==> src/rtl/pre_if_stage_pkg.sv <==
// Shared constants for the pre-IF (next-PC) stage.
package pre_if_stage_pkg;

  // Address of the first instruction fetched after reset.
  localparam logic [31:0] RESET_PC_DEF    = 32'h1c00_0000;
  // Fixed instruction size; the sequential PC steps by this amount.
  localparam logic [31:0] INST_BYTES      = 32'd4;
  // Instruction SRAM is read-only from this stage.
  localparam logic [3:0]  SRAM_WE_ZERO    = 4'b0000;
  localparam logic [31:0] SRAM_WDATA_ZERO = 32'h0000_0000;

  // Force a byte address onto a word boundary for the SRAM port.
  function automatic logic [31:0] word_align(input logic [31:0] addr);
    return {addr[31:2], 2'b00};
  endfunction

endpackage

==> src/rtl/pre_if_stage_br_redirect_buf.sv <==
// Holds a branch redirect that arrived while IF could not accept a new PC,
// so the redirect is not lost across IF stall cycles.
module br_redirect_buf
  import pre_if_stage_pkg::*;
(
  input  logic        clk,
  input  logic        reset,
  input  logic        br_taken_i,
  input  logic [31:0] br_target_i,
  input  logic        advance_i,
  output logic        br_pend_o,
  output logic [31:0] br_pend_tgt_o
);

  logic        pend_q, pend_d;
  logic [31:0] tgt_q, tgt_d;

  // Capture on a blocked branch (newest wins), clear once the PC advances.
  always_comb begin
    pend_d = pend_q;
    tgt_d  = tgt_q;
    if (advance_i) begin
      pend_d = 1'b0;
    end else if (br_taken_i) begin
      pend_d = 1'b1;
      tgt_d  = br_target_i;
    end
  end

  // Pending-redirect registers; reset always discards any buffered branch.
  always_ff @(posedge clk) begin
    if (reset) begin
      pend_q <= 1'b0;
      tgt_q  <= 32'h0;
    end else begin
      pend_q <= pend_d;
      tgt_q  <= tgt_d;
    end
  end

  assign br_pend_o     = pend_q;
  assign br_pend_tgt_o = tgt_q;

endmodule

==> src/rtl/pre_if_stage.sv <==
// Pre-IF stage: owns the fetch PC, picks sequential or redirect next PC and
// drives the synchronous instruction SRAM read so rdata lines up with pc.
module pre_if_stage
  import pre_if_stage_pkg::*;
#(
  parameter logic [31:0] RESET_PC = RESET_PC_DEF
) (
  input  logic        clk,
  input  logic        reset,
  input  logic        fs_allow_in,
  input  logic        br_taken,
  input  logic [31:0] br_target,
  output logic        to_fs_valid,
  output logic [31:0] pc,
  output logic        pc_adef,
  output logic        inst_sram_en,
  output logic [3:0]  inst_sram_we,
  output logic [31:0] inst_sram_addr,
  output logic [31:0] inst_sram_wdata
);

  logic [31:0] pc_q, pc_d;
  logic [31:0] seq_pc, redirect_tgt, nextpc, fetch_addr;
  logic        redirect, advance;
  logic        br_pend;
  logic [31:0] br_pend_tgt;

  br_redirect_buf u_br_buf (
    .clk           (clk),
    .reset         (reset),
    .br_taken_i    (br_taken),
    .br_target_i   (br_target),
    .advance_i     (advance),
    .br_pend_o     (br_pend),
    .br_pend_tgt_o (br_pend_tgt)
  );

  // Next-PC select and SRAM address: on an IF stall the held PC is re-read
  // so rdata stays matched to pc, and release needs no bubble.
  always_comb begin
    seq_pc       = pc_q + INST_BYTES;
    redirect     = br_taken | br_pend;
    redirect_tgt = br_taken ? br_target : br_pend_tgt;
    nextpc       = redirect ? redirect_tgt : seq_pc;
    advance      = to_fs_valid & fs_allow_in;
    pc_d         = advance ? nextpc : pc_q;
    fetch_addr   = reset ? RESET_PC : pc_d;
  end

  // Fetch PC register; starts one word early so the first advance lands on RESET_PC.
  always_ff @(posedge clk) begin
    if (reset) pc_q <= RESET_PC - INST_BYTES;
    else       pc_q <= pc_d;
  end

  // The stage is always ready to go outside reset.
  assign to_fs_valid     = ~reset;
  assign inst_sram_en    = ~reset;
  assign inst_sram_we    = SRAM_WE_ZERO;
  assign inst_sram_wdata = SRAM_WDATA_ZERO;
  assign inst_sram_addr  = word_align(fetch_addr);
  assign pc              = pc_q;
  // Misaligned fetch is still issued aligned; downstream raises the fault.
  assign pc_adef         = |pc_q[1:0];

endmodule

==> config.mk <==
export PLATFORM = sky130hd
export DESIGN_NAME = pre_if_stage
export DESIGN_NICKNAME = d
export VERILOG_FILES = /design/src/rtl/pre_if_stage_pkg.sv /design/src/rtl/pre_if_stage_br_redirect_buf.sv /design/src/rtl/pre_if_stage.sv
export SDC_FILE = /design/constraint.sdc
export NUM_CORES = 1
export LEC_CHECK = 0
export CAP_MARGIN = 20
export CORE_MARGIN = 4
export CORE_UTILIZATION = 41
export DETAILED_ROUTE_END_ITERATION = 12
export PLACE_DENSITY_LB_ADDON = 0.1
export SETUP_SLACK_MARGIN = 0.15
export SYNTH_ARGS = -nofsm -noshare
export SYNTH_HDL_FRONTEND = slang
export SYNTH_SLANG_ARGS = --single-unit
==> constraint.sdc <==
create_clock -name clk -period 2.5 [get_ports clk]
set_input_delay 0.5 -clock clk [delete_from_list [all_inputs] [get_ports clk]]
set_output_delay 0.5 -clock clk [all_outputs]
set_load 0.005 [all_outputs]
==> qor.json, run 1 <==
{
  "design.portCount": 139,
  "netlist_area_before_placement_sq_um": 3860,
  "worst_setup_path_start_kind": "register",
  "worst_path_largest_cell_delay_ns": 0.56,
  "p_int_w": 0.00238,
  "place.gp.congestion": 0.946,
  "insertion_delay_ns": 0.36,
  "critical_path.most_common_cell": "sky130_fd_sc_hd__or4_4",
  "p_per_area_nw_per_um2": 523,
  "pwr-share-seq": 0.320,
  "timing_worst_setup_path_type": "reg2out",
  "root_buffer": "sky130_fd_sc_hd__clkbuf_8",
  "irDropWorstVdd_uv": 312,
  "detailed_place_hpwl_um": 10200,
  "clock_tree.htree_level_count": 3,
  "critPathMaxFanout": 4,
  "grt_first_pass_wirelength_um": 24700,
  "synthTopCellsByArea": "sky130_fd_sc_hd__dfxtp_1 34%, sky130_fd_sc_hd__nand2_1 10%, sky130_fd_sc_hd__buf_4 7.6%",
  "run_status": "finished with violations",
  "setup_viol_count_final": 26,
  "failed_checks": "setup timing",
  "post-route-min-period_ns": 3.11,
  "die_w_um": 105,
  "hold_class": "reg2reg",
  "drt-pass1-iter-count": 5,
  "detail_route.iter0.violations": 380,
  "number_of_placement_rows": 35,
  "growth_of_design_area_from_synthesis_to_finish_pct": 78.4,
  "area_fraction_of_the_dominant_cell_type_after_synthesis": 0.337,
  "timing.critical_path.arrival_ns": 2.61,
  "drc_errors": 0,
  "ys_warnings": 0,
  "synth_common_cells": "106 x sky130_fd_sc_hd__nand2_1, 65 x sky130_fd_sc_hd__dfxtp_1, 52 x sky130_fd_sc_hd__a21oi_1",
  "cts_num_sinks": 65,
  "timing.critical_path.to_type": "primary output",
  "finish.instance_area_sq_um": 6880,
  "crit_share_post_route": 1.24,
  "wl_per_cell_um": 19.6,
  "fmax_ghz": 0.322,
  "synthArstFlopShare": 0,
  "synth_most_common_cell": "sky130_fd_sc_hd__nand2_1",
  "final.setup_skew_ns": 0.0153,
  "die_height_um": 105,
  "yosysSeqAreaShare": 0.337,
  "track_usage": 0.278,
  "clkSlewWorstSetupHoldPaths_ns": 0.09,
  "largest_family_of_logic_cells_by_synthesized_area": "simple AND/OR/NAND/NOR gates",
  "switching_part_of_the_total_power": 0.339,
  "die_area_sq_um": 11000,
  "timing.max_cap.violations": 0,
  "synthDistinctLibCells": 54,
  "synth_largest_area_cell": "sky130_fd_sc_hd__dfxtp_1",
  "core_area_sq_um": 9200,
  "synth-xor-area-share": 0.00681,
  "cts_tree": "yes",
  "drive_above_1_share": 0.405,
  "yosys_register_bits": 65,
  "number_of_clock_buffers_inserted_by_tritoncts": 9,
  "synth_edf_count": 0,
  "routed_via_count": 5089,
  "route.antenna.remaining_nets": 0,
  "antenna_found_initial": 0,
  "cts-root-to-sink-buffers": 2,
  "power_frac_clock": 0.293,
  "synth-simple-area-share": 0.266,
  "unrepaired_setup_endpoints_after_global_routing": "yes",
  "post_dp_cell_area_sq_um": 5510,
  "placement.io_buffers": 100,
  "power.combinational.fraction": 0.388,
  "synth-adder-area-share": 0.00324,
  "synth-main-ff-cell": "sky130_fd_sc_hd__dfxtp_1",
  "p_switching_w": 0.00122,
  "totalWireLength_um": 17400,
  "synthMuxAreaShare": 0.0477,
  "complex_gate_fraction_of_the_synthesized_area": 0.219,
  "cp_cell_sequence": "nand4_1, buf_4, or4_4, buf_6, or4_4, a31o_1, nand2_1, buf_2",
  "dp_worst_setup_slack_ns": -0.607,
  "remaining_global_route_overflow": 0,
  "timing.final.ws_setup_ns": -0.610,
  "syn-mean-instance-area_sq_um": 7.29,
  "cpMaxStageDelayCell": "sky130_fd_sc_hd__or4_4",
  "final_hold_viol_count": 0,
  "antennaDiodeCount": 0,
  "postLayoutCoreUtil": 0.748,
  "start_util": 0.419,
  "postSynthCellCount": 529,
  "grt_max_degree": 24,
  "nets": 812,
  "p_leak_nw": 3.04,
  "cp.required_ns": 2.00,
  "slew_violations": 0,
  "first_global_vias": 4827,
  "fill_cells": 641,
  "avgViaCountPerCell": 5.71
}
through the flow:
stage	power [W]	std cells	hold WS, ns	setup TNS [ns]
after global routing	0.00372	891	0.480	-9.55
after global placement	0.00207	806	0.437	-14.44
after floorplan	0.00160	566	0.429	0
after CTS	0.00333	868	0.455	-4.77
after detailed placement	0.00207	806	0.445	-15.08
final	0.00360	891	0.454	-7.76
flip-flops by register name (all words and copies together) (netlist names), named ones only:
signal / flops
u_br_buf.br_pend_tgt_o: 32
pc: 30
u_br_buf.br_pend_o: 1
power groups by stage:
stage / Combinational (W) / Sequential [W] / Clock (W)
2_1_floorplan: 0.000412 / 0.00118 / 0
3_3_place_gp: 0.000904 / 0.00116 / 0
3_5_place_dp: 0.000910 / 0.00116 / 0
4_1_cts: 0.00116 / 0.00114 / 0.00103
5_1_grt: 0.00146 / 0.00116 / 0.00110
6_report: 0.00139 / 0.00115 / 0.00105
layout make-up:
cell class | count | area [sq um] | area share
repair buffers | 271 | 2350 | 0.341
clock buffers | 10 | 128 | 0.0185
multi-input cells | 419 | 2820 | 0.409
clock inverters | 6 | 92.6 | 0.0135
inverters | 9 | 33.8 | 0.00491
flip-flops and latches | 65 | 1330 | 0.193
well taps | 111 | 139 | 0.0202
placed cells by master, fill, tap and decap left out, types with 12 or more instances in the layout:
cell / netlist / routed
sky130_fd_sc_hd__nand2_1: 106 / 104
sky130_fd_sc_hd__nor2_1: 33 / 25
sky130_fd_sc_hd__o21ai_0: 29 / 12
sky130_fd_sc_hd__a21oi_1: 52 / 48
sky130_fd_sc_hd__clkdlybuf4s50_1: 0 / 67
sky130_fd_sc_hd__conb_1: 1 / 38
sky130_fd_sc_hd__buf_6: 0 / 48
sky130_fd_sc_hd__nand3_1: 20 / 16
sky130_fd_sc_hd__dfxtp_1: 65 / 52
sky130_fd_sc_hd__mux2i_1: 15 / 14
sky130_fd_sc_hd__buf_2: 0 / 26
sky130_fd_sc_hd__buf_4: 39 / 118
final timing paths:
kind                                   start                         end  slack, ns  cells past startpoint
setup reg to reg                       pc[7]                      pc[25]      -0.05                     17
hold / removal    u_br_buf.br_pend_tgt_o[31]  u_br_buf.br_pend_tgt_o[31]       0.45                      2
hold reg to reg   u_br_buf.br_pend_tgt_o[31]  u_br_buf.br_pend_tgt_o[31]       0.45                      2
setup / recovery                       pc[7]          inst_sram_addr[22]      -0.61                      8
cells by family after synthesis:
| kind of cell | Yosys count |
|---|---|
| flops | 65 |
| fa+ha+maj | 1 |
| mux | 18 |
| buf+inv | 83 |
| xor+xnor | 3 |
| compound gates | 136 |
| other cells | 1 |
| simple gates | 222 |
critical path: cells and delay by family, from the launching register on:
family	cells	cell delay, ns
flops	1	0.34
compound gates	1	0.20
simple gates	4	1.25
buf+inv	3	0.46
per-layer routing:
layer  GRT usage  vias up  part of all wire
met5           0        -                 0
met1       0.348     2397              0.39
li1            -     2294                 -
met2       0.461      319              0.48
met3      0.0686       79             0.086
met4       0.105        0             0.044
timing repair:
| item | in CTS | in global routing |
|---|---|---|
| gates cloned | 1 | 0 |
| pin swaps | 74 | 47 |
| hold buffers | 0 | 0 |
| buffers inserted | 45 | 23 |
| endpoints found under the setup margin | 30 | 32 |
| resized for setup | 242 | 64 |
Note: power is estimated with default switching activity, not from simulation.
==> run 2, diff against run 1 <==
CTS_CLUSTER_SIZE = 40   (was not set)
==> results of run 2 <==
Same layout as run 1: the final DEF is identical, and so are final timing and power.
==> run 3, diff against run 2 <==
ABC_CLOCK_PERIOD_IN_PS = 2500   (was not set)
==> results of run 3 <==
Same layout as run 1: the final DEF is identical, and so are final timing and power.
